`src/rtl/caminho_pkg.sv`:
```
// rtl/caminho_pkg.sv - shared state encoding and width helpers for the path request front-end
package caminho_pkg;

    typedef enum logic [2:0] {
        OCIOSO   = 3'd0,
        INICIAR  = 3'd1,
        AGUARDAR = 3'd2,
        EMITIR   = 3'd3,
        LER      = 3'd4,
        ERRO     = 3'd5
    } estado_t;

    // passos must be able to represent MAX_PASSOS itself
    function automatic int largura_passos(input int max_passos);
        return $clog2(max_passos + 1);
    endfunction

    localparam int MAX_PASSOS_PADRAO      = 64;
    localparam int LARGURA_PASSOS_PADRAO  = largura_passos(MAX_PASSOS_PADRAO);

endpackage

```
`src/rtl/fila_sincrona.sv`:
```
// rtl/fila_sincrona.sv - parametrised synchronous FIFO with full/empty flags
module fila_sincrona #(
    parameter int DATA_WIDTH = 20,
    parameter int DEPTH      = 4
) (
    input  logic                  clk,
    input  logic                  rst,
    input  logic                  push,
    input  logic [DATA_WIDTH-1:0] push_data,
    input  logic                  pop,
    output logic [DATA_WIDTH-1:0] pop_data,
    output logic                  full,
    output logic                  empty
);

    localparam int PTR_W = $clog2(DEPTH);

    logic [DATA_WIDTH-1:0] mem [DEPTH];
    logic [PTR_W-1:0]      wr_ptr;
    logic [PTR_W-1:0]      rd_ptr;
    logic [PTR_W:0]        count;
    logic                  push_ok;
    logic                  pop_ok;

    assign full     = (count == (PTR_W+1)'(DEPTH));
    assign empty    = (count == '0);
    assign push_ok  = push && !full;
    assign pop_ok   = pop && !empty;
    assign pop_data = mem[rd_ptr];

    always_ff @(posedge clk) begin
        if (push_ok) begin
            mem[wr_ptr] <= push_data;
        end
    end

    always_ff @(posedge clk or posedge rst) begin
        if (rst) begin
            wr_ptr <= '0;
            rd_ptr <= '0;
            count  <= '0;
        end else begin
            if (push_ok) begin
                wr_ptr <= wr_ptr + 1'b1;
            end
            if (pop_ok) begin
                rd_ptr <= rd_ptr + 1'b1;
            end
            case ({push_ok, pop_ok})
                2'b10:   count <= count + 1'b1;
                2'b01:   count <= count - 1'b1;
                default: count <= count;
            endcase
        end
    end

endmodule

```
`src/rtl/gerenciador_requisicoes_caminho.sv`:
```
// rtl/gerenciador_requisicoes_caminho.sv - queues path requests, drives the core and streams the path
module gerenciador_requisicoes_caminho
    import caminho_pkg::*;
#(
    parameter int ADDR_WIDTH    = 10,
    parameter int FILA_DEPTH    = 4,
    parameter int MAX_PASSOS    = 64,
    parameter int TIMEOUT_WIDTH = 16
) (
    input  logic                     clk,
    input  logic                     rst,
    input  logic                     req_valid_in,
    output logic                     req_ready_out,
    input  logic [ADDR_WIDTH-1:0]    req_fonte_in,
    input  logic [ADDR_WIDTH-1:0]    req_destino_in,
    input  logic [TIMEOUT_WIDTH-1:0] timeout_limite_in,
    output logic                     core_iniciar_out,
    output logic [ADDR_WIDTH-1:0]    core_fonte_out,
    output logic [ADDR_WIDTH-1:0]    core_destino_out,
    input  logic                     core_caminho_pronto_in,
    output logic                     ant_rd_en_out,
    output logic [ADDR_WIDTH-1:0]    ant_rd_addr_out,
    input  logic [ADDR_WIDTH-1:0]    ant_rd_data_in,
    output logic                     cam_valid_out,
    input  logic                     cam_ready_in,
    output logic [ADDR_WIDTH-1:0]    cam_addr_out,
    output logic                     cam_last_out,
    output logic                     cam_erro_out,
    output logic                     ocupado_out
);

    localparam int PW = largura_passos(MAX_PASSOS);
    // the error beat itself is the MAX_PASSOS-th beat of a looping walk
    localparam logic [PW-1:0] PASSOS_LIMITE = PW'(MAX_PASSOS - 1);

    logic                       fila_full;
    logic                       fila_empty;
    logic                       fila_pop;
    logic [2*ADDR_WIDTH-1:0]    fila_dado;

    estado_t                    estado_q, estado_d;
    logic [ADDR_WIDTH-1:0]      fonte_q, fonte_d;
    logic [ADDR_WIDTH-1:0]      destino_q, destino_d;
    logic [ADDR_WIDTH-1:0]      atual_q, atual_d;
    logic [PW-1:0]              passos_q, passos_d;
    logic [PW-1:0]              passos_inc;
    logic [TIMEOUT_WIDTH-1:0]   tmo_q, tmo_d;

    assign req_ready_out = !fila_full;
    assign fila_pop      = (estado_q == OCIOSO) && !fila_empty;
    assign passos_inc    = passos_q + 1'b1;

    fila_sincrona #(
        .DATA_WIDTH (2*ADDR_WIDTH),
        .DEPTH      (FILA_DEPTH)
    ) u_fila (
        .clk       (clk),
        .rst       (rst),
        .push      (req_valid_in),
        .push_data ({req_fonte_in, req_destino_in}),
        .pop       (fila_pop),
        .pop_data  (fila_dado),
        .full      (fila_full),
        .empty     (fila_empty)
    );

    always_ff @(posedge clk or posedge rst) begin
        if (rst) begin
            estado_q  <= OCIOSO;
            fonte_q   <= '0;
            destino_q <= '0;
            atual_q   <= '0;
            passos_q  <= '0;
            tmo_q     <= '0;
        end else begin
            estado_q  <= estado_d;
            fonte_q   <= fonte_d;
            destino_q <= destino_d;
            atual_q   <= atual_d;
            passos_q  <= passos_d;
            tmo_q     <= tmo_d;
        end
    end

    always_comb begin
        estado_d         = estado_q;
        fonte_d          = fonte_q;
        destino_d        = destino_q;
        atual_d          = atual_q;
        passos_d         = passos_q;
        tmo_d            = tmo_q;
        core_iniciar_out = 1'b0;
        ant_rd_en_out    = 1'b0;
        cam_valid_out    = 1'b0;
        cam_addr_out     = '0;
        cam_last_out     = 1'b0;
        cam_erro_out     = 1'b0;

        case (estado_q)
            OCIOSO: begin
                if (!fila_empty) begin
                    fonte_d   = fila_dado[2*ADDR_WIDTH-1:ADDR_WIDTH];
                    destino_d = fila_dado[ADDR_WIDTH-1:0];
                    if (fila_dado[2*ADDR_WIDTH-1:ADDR_WIDTH] == fila_dado[ADDR_WIDTH-1:0]) begin
                        atual_d  = fila_dado[ADDR_WIDTH-1:0];
                        passos_d = '0;
                        estado_d = EMITIR;
                    end else begin
                        estado_d = INICIAR;
                    end
                end
            end
            INICIAR: begin
                core_iniciar_out = 1'b1;
                tmo_d            = '0;
                estado_d         = AGUARDAR;
            end
            AGUARDAR: begin
                if (tmo_q != '1) begin
                    tmo_d = tmo_q + 1'b1;
                end
                // pronto has priority over a coincident timeout
                if (core_caminho_pronto_in) begin
                    atual_d  = destino_q;
                    passos_d = '0;
                    estado_d = EMITIR;
                end else if ((timeout_limite_in != '0) &&
                             (tmo_q == timeout_limite_in - 1'b1)) begin
                    estado_d = ERRO;
                end
            end
            EMITIR: begin
                cam_valid_out = 1'b1;
                cam_addr_out  = atual_q;
                cam_last_out  = (atual_q == fonte_q);
                if (cam_ready_in) begin
                    if (atual_q == fonte_q) begin
                        estado_d = OCIOSO;
                    end else begin
                        passos_d = passos_inc;
                        if (passos_inc == PASSOS_LIMITE) begin
                            estado_d = ERRO;
                        end else begin
                            ant_rd_en_out = 1'b1;
                            estado_d      = LER;
                        end
                    end
                end
            end
            LER: begin
                atual_d  = ant_rd_data_in;
                estado_d = EMITIR;
            end
            ERRO: begin
                cam_valid_out = 1'b1;
                cam_addr_out  = destino_q;
                cam_last_out  = 1'b1;
                cam_erro_out  = 1'b1;
                if (cam_ready_in) begin
                    estado_d = OCIOSO;
                end
            end
            default: begin
                estado_d = OCIOSO;
            end
        endcase
    end

    assign ant_rd_addr_out  = ant_rd_en_out ? atual_q : '0;
    assign ocupado_out      = (estado_q != OCIOSO);
    assign core_fonte_out   = ocupado_out ? fonte_q : '0;
    assign core_destino_out = ocupado_out ? destino_q : '0;

endmodule

```
`config.mk`:
```
export PLATFORM = sky130hd
export DESIGN_NAME = gerenciador_requisicoes_caminho
export DESIGN_NICKNAME = d
export VERILOG_FILES = /design/src/rtl/caminho_pkg.sv /design/src/rtl/fila_sincrona.sv /design/src/rtl/gerenciador_requisicoes_caminho.sv
export SDC_FILE = /design/constraint.sdc
export NUM_CORES = 1
export LEC_CHECK = 0
export CORE_MARGIN = 1.5
export CORE_UTILIZATION = 50
export CTS_BUF_LIST = sky130_fd_sc_hd__clkbuf_4 sky130_fd_sc_hd__clkbuf_8 sky130_fd_sc_hd__clkbuf_16
export DETAILED_ROUTE_END_ITERATION = 8
export PLACE_DENSITY_LB_ADDON = 0.2
export REMOVE_ABC_BUFFERS = 1
export SKIP_LAST_GASP = 1
export SLEW_MARGIN = 20
export SYNTH_ARGS = -nofsm -noshare
export SYNTH_HDL_FRONTEND = slang
export SYNTH_HIERARCHICAL = 1
export SYNTH_SLANG_ARGS = --single-unit
```
`constraint.sdc`:
```
create_clock -name clk -period 2.8 [get_ports clk]
set_clock_uncertainty 0.05 [all_clocks]
set_input_delay 0.56 -clock clk [delete_from_list [all_inputs] [get_ports clk]]
set_output_delay 0.56 -clock clk [all_outputs]
set_load 0.01 [all_outputs]
```
## Word-level counts from Yosys, hierarchy flattened

Memories as Yosys holds them, arrays and structs flattened.
Index checks and enable logic that the tools add are counted.

- Register bits after elaboration: 63
- Memory bits (writable): 80
- Input port bits: 51
- Output and inout port bits: 47
- Logic and storage cells: 95
- Memories kept: 1

Memories:

| memory | words | width | read ports | clocked after Yosys merged registers in | wr ports | line | text |
|---|---|---|---|---|---|---|---|
| u_fila.mem | 4 | 20 | 1 | 0 | 1 | fila_sincrona.sv:18 | `logic [DATA_WIDTH-1:0] mem [DEPTH];` |

- Add/subtract/negate cells: 7
- Equal/unequal tests: 21
- Muxes and demuxes: 36
- Bitwise gates (word level): 1
- Reduce and logical (&&, ||, !) cells: 20

Operator list:

| cell | number |
|---|---|
| two-way mux 10 bit | 6 |
| two-way mux 7 bit | 5 |
| case mux 16 bit (2 select lines) | 1 |
| case mux 10 bit (3 select lines) | 1 |
| case mux 7 bit (3 select lines) | 1 |
| equality test 10 bit | 2 |
| case mux 10 bit (2 select lines) | 1 |
| two-way mux 3 bit | 6 |
| case mux 3 bit (6 select lines) | 1 |
| adder 16 x 1 -> 16 bit (second input constant) | 1 |
| equality test 16 bit | 1 |
| two-way mux 16 bit | 1 |
| != test 16 bit (second input constant) | 1 |
| nonzero test 16 bit | 1 |
| subtractor 16 x 1 -> 16 bit (second input constant) | 1 |
| != test 2 bit (second input constant) | 6 |
| two-way mux 1 bit | 10 |
| equality test 3 bit (second input constant) | 3 |
| nonzero test 3 bit | 3 |
| AND reduction 4 bit | 2 |
| adder 7 x 1 -> 7 bit (second input constant) | 1 |
| equality test 7 x 6 -> 1 bit (second input constant) | 1 |
| equality test 3 x 2 -> 1 bit (second input constant) | 2 |
| zero test 3 bit | 2 |
| 18 further kinds | 25 |

## Logic depth before layout (Yosys ltp)

Gate-level depths: netlist (run 1).

- Depth in word-level cells: 7
- Depth in mapped cells: 12
- Gate-level depth less buffers: 10

## Hierarchy

Netlist (run 1), hierarchy kept.

By module, submodules not included:

| module | instances | cells each | area an instance (µm²) |
|---|---|---|---|
| gerenciador_requisicoes_caminho | 1 | 455 | 3,960.0 |
| fila_sincrona | 1 | 142 | 3,335.7 |

## Worst setup path before layout (run 1)

Ideal clock, no wire load.

- Path type: register to register
- Start: reg estado_q[0]
- End: reg u_fila.count[2]
- Setup time: 0.079 ns
- Data arrival time: 2.547 ns
- Setup slack: 0.124 ns
- Cell stages (with the launch flop): 13
- Cell sequence: dfrtp_1 > clkbuf_1 > nor2_1 > nand2_1 > nor2_1 > buf_1 > o31a_2 > ha_1 > inv_1 > fa_1 > xor2_1 > nor2_1 > xor2_1

- Longest elaborated chain between the ends: 5
- Elaborated cells on any way between the ends: 7

RTL lines:

| item | line | text |
|---|---|---|
| start: declaration | gerenciador_requisicoes_caminho.sv:41 | `estado_t estado_q, estado_d;` |
| start signal: assignment | gerenciador_requisicoes_caminho.sv:76 | `estado_q <= estado_d;` |
| zero test 3 bit * | gerenciador_requisicoes_caminho.sv:50 | `assign fila_pop = (estado_q == OCIOSO) && !fila_empty;` |
| logical AND 1 bit * | gerenciador_requisicoes_caminho.sv:50 |  |
| via fila_pop | gerenciador_requisicoes_caminho.sv:38 | `logic fila_pop;` |
| logical AND 1 bit * | fila_sincrona.sv:28 | `assign pop_ok = pop && !empty;` |
| via u_fila.pop_ok | fila_sincrona.sv:23 | `logic pop_ok;` |
| equality test 2 x 1 -> 1 bit / equality test 2 bit (equally long branches) | fila_sincrona.sv:49 | `case ({push_ok, pop_ok})` |
| case mux 3 bit (2 select lines) / nonzero test 2 bit (equally long branches) | - |  |
| end signal: assignment | fila_sincrona.sv:50 | `2'b10: count <= count + 1'b1;` |
| end signal: assignment | fila_sincrona.sv:51 | `2'b01: count <= count - 1'b1;` |
| end signal: assignment | fila_sincrona.sv:52 | `default: count <= count;` |
| end: declaration | fila_sincrona.sv:21 | `logic [PTR_W:0] count;` |

Mark *: on every way through the listed nets, which the timed path passes. The rest lies on a longest branch.
A chain may end at the register's enable or synchronous reset.

## Worst setup path after layout (run 1)

- Start: reg atual_q[4]
- End: out ant_rd_addr_out[7]

- Longest elaborated chain between the ends: 5

RTL lines:

| item | line | text |
|---|---|---|
| start: declaration | gerenciador_requisicoes_caminho.sv:44 | `logic [ADDR_WIDTH-1:0] atual_q, atual_d;` |
| start signal: assignment | gerenciador_requisicoes_caminho.sv:79 | `atual_q <= atual_d;` |
| equality test 10 bit | gerenciador_requisicoes_caminho.sv:137 | `if (atual_q == fonte_q) begin` |
| two-way mux 1 bit | gerenciador_requisicoes_caminho.sv:137 |  |
| two-way mux 1 bit | gerenciador_requisicoes_caminho.sv:136 | `if (cam_ready_in) begin` |
| two-way mux 1 bit | gerenciador_requisicoes_caminho.sv:99 | `case (estado_q)` |
| two-way mux 10 bit | gerenciador_requisicoes_caminho.sv:169 | `assign ant_rd_addr_out = ant_rd_en_out ? atual_q : '0;` |
| end: declaration | gerenciador_requisicoes_caminho.sv:22 | `output logic [ADDR_WIDTH-1:0] ant_rd_addr_out,` |

No other way between the ends.

==> results.json, run 1 <==
{
  "status": "complete, but fails checks",
  "violations": "setup timing",
  "utilization_pct": 70.5,
  "htree_levels": 4,
  "grt-ovfl-total": 0,
  "multiInputGateArea_mm2": 0.00321,
  "tns_ns": -0.842,
  "rows": 43,
  "crit_end": "ant_rd_addr_out[7]",
  "drt-vias-per-instance": 5.96,
  "cts_tree": "done",
  "synth_edf_count": 80,
  "cp.required_ns": 2.19,
  "wl_met2_um": 9820,
  "crit_path_end_kind": "output port",
  "cap_violations": 0,
  "layout_common_cells": "89 x buf_4, 80 x edfxtp_1, 77 x clkdlybuf4s50_1",
  "grt_pass1_wl_um": 30300,
  "p_seq_share_pct": 30.0,
  "setup_violations": 23,
  "crit_start": "atual_q[4]",
  "synth.distinct_cells": 66,
  "max-slew-margin-rel_pct": 55.2,
  "crit_fanout": 8,
  "nFillCells": 956,
  "dp_hpwl_um": 13400,
  "internal_power_mw": 6.85,
  "clkTransAtPathRegs_ns": 0.06,
  "rsz0062_at_grt": "yes",
  "layout_commonest_cell": "buf_4",
  "synth-seq-cells": 143,
  "synth_cells": 597,
  "clk_latency_ns": 0.42,
  "clockRootBuffer": "clkbuf_16",
  "wl_met3_um": 1370,
  "p_sw_mw": 4.01,
  "synth_area_mm2": 0.00730,
  "finalWirelength_um": 19800,
  "peakVddDrop_mv": 0.601,
  "areaGrowthSynthToFinish_pct": 35.6,
  "clock-sinks": 143,
  "grt_pass1_vias": 5725,
  "remaining_drc_errors": 0,
  "drt-pass1-iter-count": 5,
  "r2r-start": "u_fila/rd_ptr[0]",
  "rrSetupSlack_ns": -0.04,
  "setup_ws_ns": -0.0657,
  "antenna_found_initial": 0,
  "r2r-end": "atual_q[0]",
  "tightest_slew_ns": 0.672,
  "initial_core_util_pct": 52.0,
  "min_period_over_period_pct": 102,
  "numCtsBuffers": 17,
  "syn_area_per_cell_um2": 12.2,
  "die_area_mm2": 0.0153,
  "die_x_um": 124,
  "finalPower_mw": 10.9,
  "pwr-share-clk_pct": 20.2,
  "drive_above_1_share_pct": 30.2,
  "drv_slew": 0,
  "boundaryPins": 98,
  "core_area_mm2": 0.0140,
  "synth_warnings": 6,
  "io_buffers": 97,
  "whs_ns": 0.399,
  "leakagePower_nw": 3.91,
  "p_per_area_mw_per_mm2": 1100,
  "hold_class": "input port to async pin",
  "grt_max_degree": 25,
  "die_h_um": 124,
  "cts_buffer_depth": 2,
  "postRouteAntennaNets": 0,
  "p_sw_share_pct": 36.9,
  "place.gp.congestion": 0.862,
  "diodes": 0,
  "ys.flop_type": "edfxtp_1",
  "topRoutingLayerUsed": "met4",
  "clock.fmax_mhz": 349,
  "comb_power_share_pct": 49.8,
  "cp.arrival_ns": 2.26,
  "rr_worst_depth": 11,
  "hold_buffers": 0,
  "critPathKind": "flop to output port",
  "gr-usage-all-layers_pct": 26.9,
  "drt-met1-wl_um": 8000,
  "ys_seq_area_share_pct": 54.5,
  "final_nets": 843,
  "register_area_mm2": 0.00398,
  "start_kind": "flop",
  "wl_per_cell_um": 20.3,
  "period_needed_ns": 2.87,
  "async_flop_share_pct": 44.1,
  "vias": 5809,
  "drt_iter0_drc": 521,
  "hold_viol_final": 0
}
worst min path at each step:
| stage | start | cells after the start | slack, ns | end |
|---|---|---|---|---|
| after floorplan | rst | 1 | 0.31 | u_fila/count[0] |
| after global placement | passos_q[5] | 1 | 0.45 | passos_q[5] |
| after detailed placement | passos_q[5] | 1 | 0.45 | passos_q[5] |
| after CTS | rst | 2 | 0.38 | u_fila/wr_ptr[1] |
| after global routing | rst | 2 | 0.42 | u_fila/wr_ptr[1] |
| final | rst | 2 | 0.40 | u_fila/wr_ptr[1] |
per-layer routing:
layer	GRT usage, %	vias up
met5	0	-
met4	11.6	0
met3	4.08	48
met2	44.7	291
met1	35.2	2863
li1	-	2607
stage by stage:
stage / cells / area (um^2) / worst slack, ns
2_1_floorplan: 566 / 7150 / -0.723
3_5_place_dp: 921 / 8970 / -0.306
3_3_place_gp: 921 / 8970 / -0.243
4_1_cts: 961 / 9600 / -0.129
6_report: 975 / 9890 / -0.0657
5_1_grt: 975 / 9890 / -0.157
flip-flops by register name (all words and copies together) (netlist names):
signal,cells
u_fila/mem,80
tmo_q,16
atual_q,10
destino_q,10
fonte_q,10
passos_q,7
estado_q,3
u_fila/count,3
u_fila/rd_ptr,2
u_fila/wr_ptr,2
cells in the mapped netlist, types with 8 or more instances:
library cell | instances | area share (%)
nor4_1 | 10 | 0.86
ha_1 | 9 | 1.5
nand3_1 | 17 | 1.2
mux2_2 | 20 | 3.1
nand4_1 | 8 | 0.69
nand2_1 | 41 | 2.1
xor2_1 | 24 | 2.9
o21ai_0 | 28 | 1.9
mux4_2 | 19 | 5.9
a22oi_1 | 10 | 1.0
and2_1 | 32 | 2.7
inv_1 | 23 | 1.2
nor2_1 | 32 | 1.6
a21oi_1 | 8 | 0.55
dfrtp_1 | 63 | 22
edfxtp_1 | 80 | 33
clkbuf_1 | 22 | 1.1
o22ai_1 | 10 | 0.86
nor3_1 | 16 | 1.1
xnor2_1 | 34 | 4.1
o221ai_1 | 11 | 1.3
power groups by stage:
| stage | Combinational (mW) | Clock, mW | Sequential (mW) |
|---|---|---|---|
| 2_1_floorplan | 2.51 | 0 | 3.31 |
| 3_3_place_gp | 4.68 | 0 | 3.22 |
| 3_5_place_dp | 4.80 | 0 | 3.26 |
| 4_1_cts | 4.95 | 2.20 | 3.24 |
| 5_1_grt | 5.76 | 2.30 | 3.31 |
| 6_report | 5.41 | 2.19 | 3.26 |
critical path: stages (launching register included):
cell	delay (ns)
dfrtp_1	0.39
xnor2_1	0.19
nand4_1	0.19
nor3_4	0.26
and4b_1	0.23
o31a_1	0.15
buf_12	0.17
and2_4	0.14
buf_6	0.11
cell families (layout without fill, tap and decap cells):
family / Yosys count / after routing / synth area share [%]
AOI/OAI and AO/OA: 98 / 98 / 9.38
and+or+nand+nor: 188 / 188 / 14.0
adders and majority gates: 10 / 10 / 1.82
DFF: 143 / 143 / 54.5
muxes: 45 / 45 / 10.1
buffers and inverters: 55 / 253 / 3.19
xor gates and xnor gates: 58 / 58 / 6.96
final cells by class:
class                   count  area share, %
repair buffers            197           18.3
flip-flops and latches    143           40.2
clock buffers              17           4.30
multi-input cells         399           32.5
well taps                 180           2.28
clock inverters            15           1.45
inverters                  24          0.949
timing repair:
| item | CTS | global route |
|---|---|---|
| setup endpoints to repair | 45 | 46 |
| buffers inserted | 8 | 12 |
| gates cloned | 0 | 2 |
| pin swaps | 5 | 30 |
| resized for setup | 59 | 71 |
Power figures use the tool's default switching activity.
==> run 2, diff against run 1 <==
Settings changed: ABC_AREA set to 1, CORE_ASPECT_RATIO set to 0.5, CORE_UTILIZATION 50 to 51.
==> run 2 against run 1 <==
The flow now finishes without violations. Final cell count rose by 28%. Clock power fell by 2%. Clock-buffer cell count did not move. Maximum frequency rose by 3.8%. Register-to-register slack improved by 0.23 ns.
==> results.json, run 2 <==
{
  "cp.required_ns": 2.19,
  "dp_hpwl_um": 13200,
  "die_x_um": 179,
  "regMostFlops": "u_fila/mem",
  "clock.fmax_mhz": 362,
  "tightest_slew_ns": 0.876,
  "htree_levels": 4,
  "antenna_found_initial": 0,
  "layout_common_cells": "251 x nand2_1, 130 x inv_1, 87 x nor2_1",
  "period_needed_ns": 2.76,
  "syn_area_per_cell_um2": 8.53,
  "die_area_mm2": 0.0162,
  "drt-vias-per-instance": 5.29,
  "areaGrowthSynthToFinish_pct": 24.7,
  "hold_viol_final": 0,
  "layout_commonest_cell": "nand2_1",
  "vias": 6604,
  "final_nets": 1099,
  "synth.most_common_cell": "nand2_1",
  "diodes": 0,
  "cap_violations": 0,
  "crit_path_end_kind": "output port",
  "max-slew-margin-rel_pct": 41.4,
  "drv_slew": 0,
  "finalWirelength_um": 19200,
  "setup_violations": 0,
  "clkTransAtPathRegs_ns": 0.07,
  "async_flop_share_pct": 44.1,
  "numCtsBuffers": 17,
  "synth-seq-cells": 143,
  "largest_reg_flops": 80,
  "yosys.area.top_type": "edfxtp_1",
  "synth.distinct_cells": 41,
  "grt_pass1_wl_um": 30800,
  "critPathKind": "flop to output port",
  "cp.arrival_ns": 2.15,
  "remaining_drc_errors": 0,
  "finalNonFillerCells": 1249,
  "clockRootBuffer": "clkbuf_16",
  "grt_max_degree": 57,
  "wl_per_cell_um": 15.4,
  "tns_ns": 0,
  "die_h_um": 90.8,
  "synth_cells": 921,
  "drt_iter0_drc": 439,
  "cts_tree": "done",
  "ys_seq_area_share_pct": 50.7,
  "postRouteAntennaNets": 0,
  "boundaryPins": 98,
  "cts_buffer_depth": 2,
  "hold_buffers": 0,
  "grt_pass1_vias": 6381,
  "drive_above_1_share_pct": 13.3,
  "min_period_over_period_pct": 98.6,
  "gr-usage-all-layers_pct": 24.6,
  "reg_top3": "u_fila/mem (80), tmo_q (16)",
  "rows": 31,
  "rsz0062_at_grt": "yes",
  "clk_latency_ns": 0.42,
  "clock-sinks": 143,
  "synth_warnings": 6,
  "io_buffers": 97,
  "dpl.cell_count": 1211,
  "synth_area_mm2": 0.00786,
  "ys.flop_type": "edfxtp_1",
  "drt-pass1-iter-count": 7,
  "synth_commonest_cells": "255 x nand2_1, 133 x inv_1, 93 x nor2_1",
  "nFillCells": 1203,
  "peakVddDrop_mv": 0.495,
  "core_area_mm2": 0.0147,
  "synth_edf_count": 80,
  "start_kind": "flop",
  "hold_class": "input port to async pin",
  "grt-ovfl-total": 0,
  "initial_core_util_pct": 53.3,
  "leakagePower_nw": 4.31,
  "synth_top_cell_area_share_pct": 30.6,
  "place.gp.congestion": 0.925,
  "p_per_area_mw_per_mm2": 1000,
  "synthTopCellsByArea": "edfxtp_1 31%, dfrtp_1 20%, nand2_1 12%",
  "status": "finished, final reports clean",
  "crit_fanout": 12
}
run 2: changes by cell type after synthesis, sizes merged, moves of 18 or more:
| cell | previous run | this run |
|---|---|---|
| nand2 | 41 | 257 |
| nor2 | 32 | 97 |
| inv | 23 | 142 |
| xnor2 | 34 | 11 |
| mux2 | 21 | 0 |
| nand3 | 17 | 43 |
| and2 | 36 | 1 |
| mux4 | 20 | 0 |
| o211ai | 4 | 40 |
| o21ai | 28 | 46 |
run 2: routing by layer:
| layer | global-route usage, % | wire length [um] | vias up |
|---|---|---|---|
| met1 | 30.3 | 8170 | 3136 |
| met4 | 9.86 | 432 | 0 |
| li1 | - | - | 3253 |
| met3 | 3.75 | 852 | 33 |
| met5 | 0 | 0 | - |
| met2 | 43.2 | 9790 | 182 |
run 2: cells by family (layout without fill, tap and decap cells):
family / after synthesis / in the layout / share of synthesized area [%]
AO/OA/AOI/OAI: 118 / 118 / 10.4
AND/OR/NAND/NOR: 443 / 443 / 23.6
flip-flops: 143 / 143 / 50.7
buffers and inverters: 170 / 300 / 9.48
adder cells (fa/ha/maj): 10 / 10 / 1.69
XOR/XNOR: 37 / 37 / 4.13
run 2: worst max-delay path: stages, from the launching register on:
cell and delay, ns:
dfrtp_1 0.47, inv_2 0.12, nand2_1 0.12, nor2_2 0.16, inv_2 0.14, o22ai_1 0.16
clkdlybuf4s50_1 0.56
run 2: timing repair:
item	in CTS	in global routing
pin swaps	4	7
setup buffers	4	2
cloned	0	1
setup endpoints to repair	23	51
resized for setup	54	26
run 2: final cells by class:
type / count / area [um^2] / area share (%)
inverter: 142 / 533 / 5.44
clock buffer: 17 / 425 / 4.34
clock inverter: 15 / 139 / 1.42
multi-input combinational: 608 / 3240 / 33.1
timing repair buffer: 126 / 1220 / 12.5
tap: 198 / 248 / 2.53
sequential: 143 / 3980 / 40.6
run 2: metrics by stage:
stage	setup slack, ns	hold slack, ns	total power [mW]	cell area, um^2	utilization, %
2_1_floorplan	-0.961	0.313	5.75	7640	-
3_3_place_gp	0.136	0.413	7.35	9090	61.7
3_5_place_dp	0.107	0.431	7.49	9090	61.7
4_1_cts	0.00249	0.394	9.68	9670	65.6
5_1_grt	-0.0488	0.448	10.5	9800	66.5
6_report	0.0390	0.387	9.82	9800	66.5
run 2: path summary, 6_finish.rpt:
check                                       from               to  depth (start not counted)  slack [ns]
min in group clk                 u_fila/count[1]  u_fila/count[1]                          2        0.45
worst min register to register   u_fila/count[1]  u_fila/count[1]                          2        0.45
worst max register to register  u_fila/rd_ptr[0]       atual_q[1]                         13        0.19
max in group asynchronous                    rst      estado_q[2]                          3        1.91
worst min-delay path                         rst  u_fila/count[1]                          2        0.39
worst max-delay path                 estado_q[1]  cam_addr_out[5]                          6        0.04
run 2: report_power, final:
part | internal, mW | switching (mW)
clock network | 1.17 | 0.971
logic | 1.74 | 2.84
registers | 2.80 | 0.291
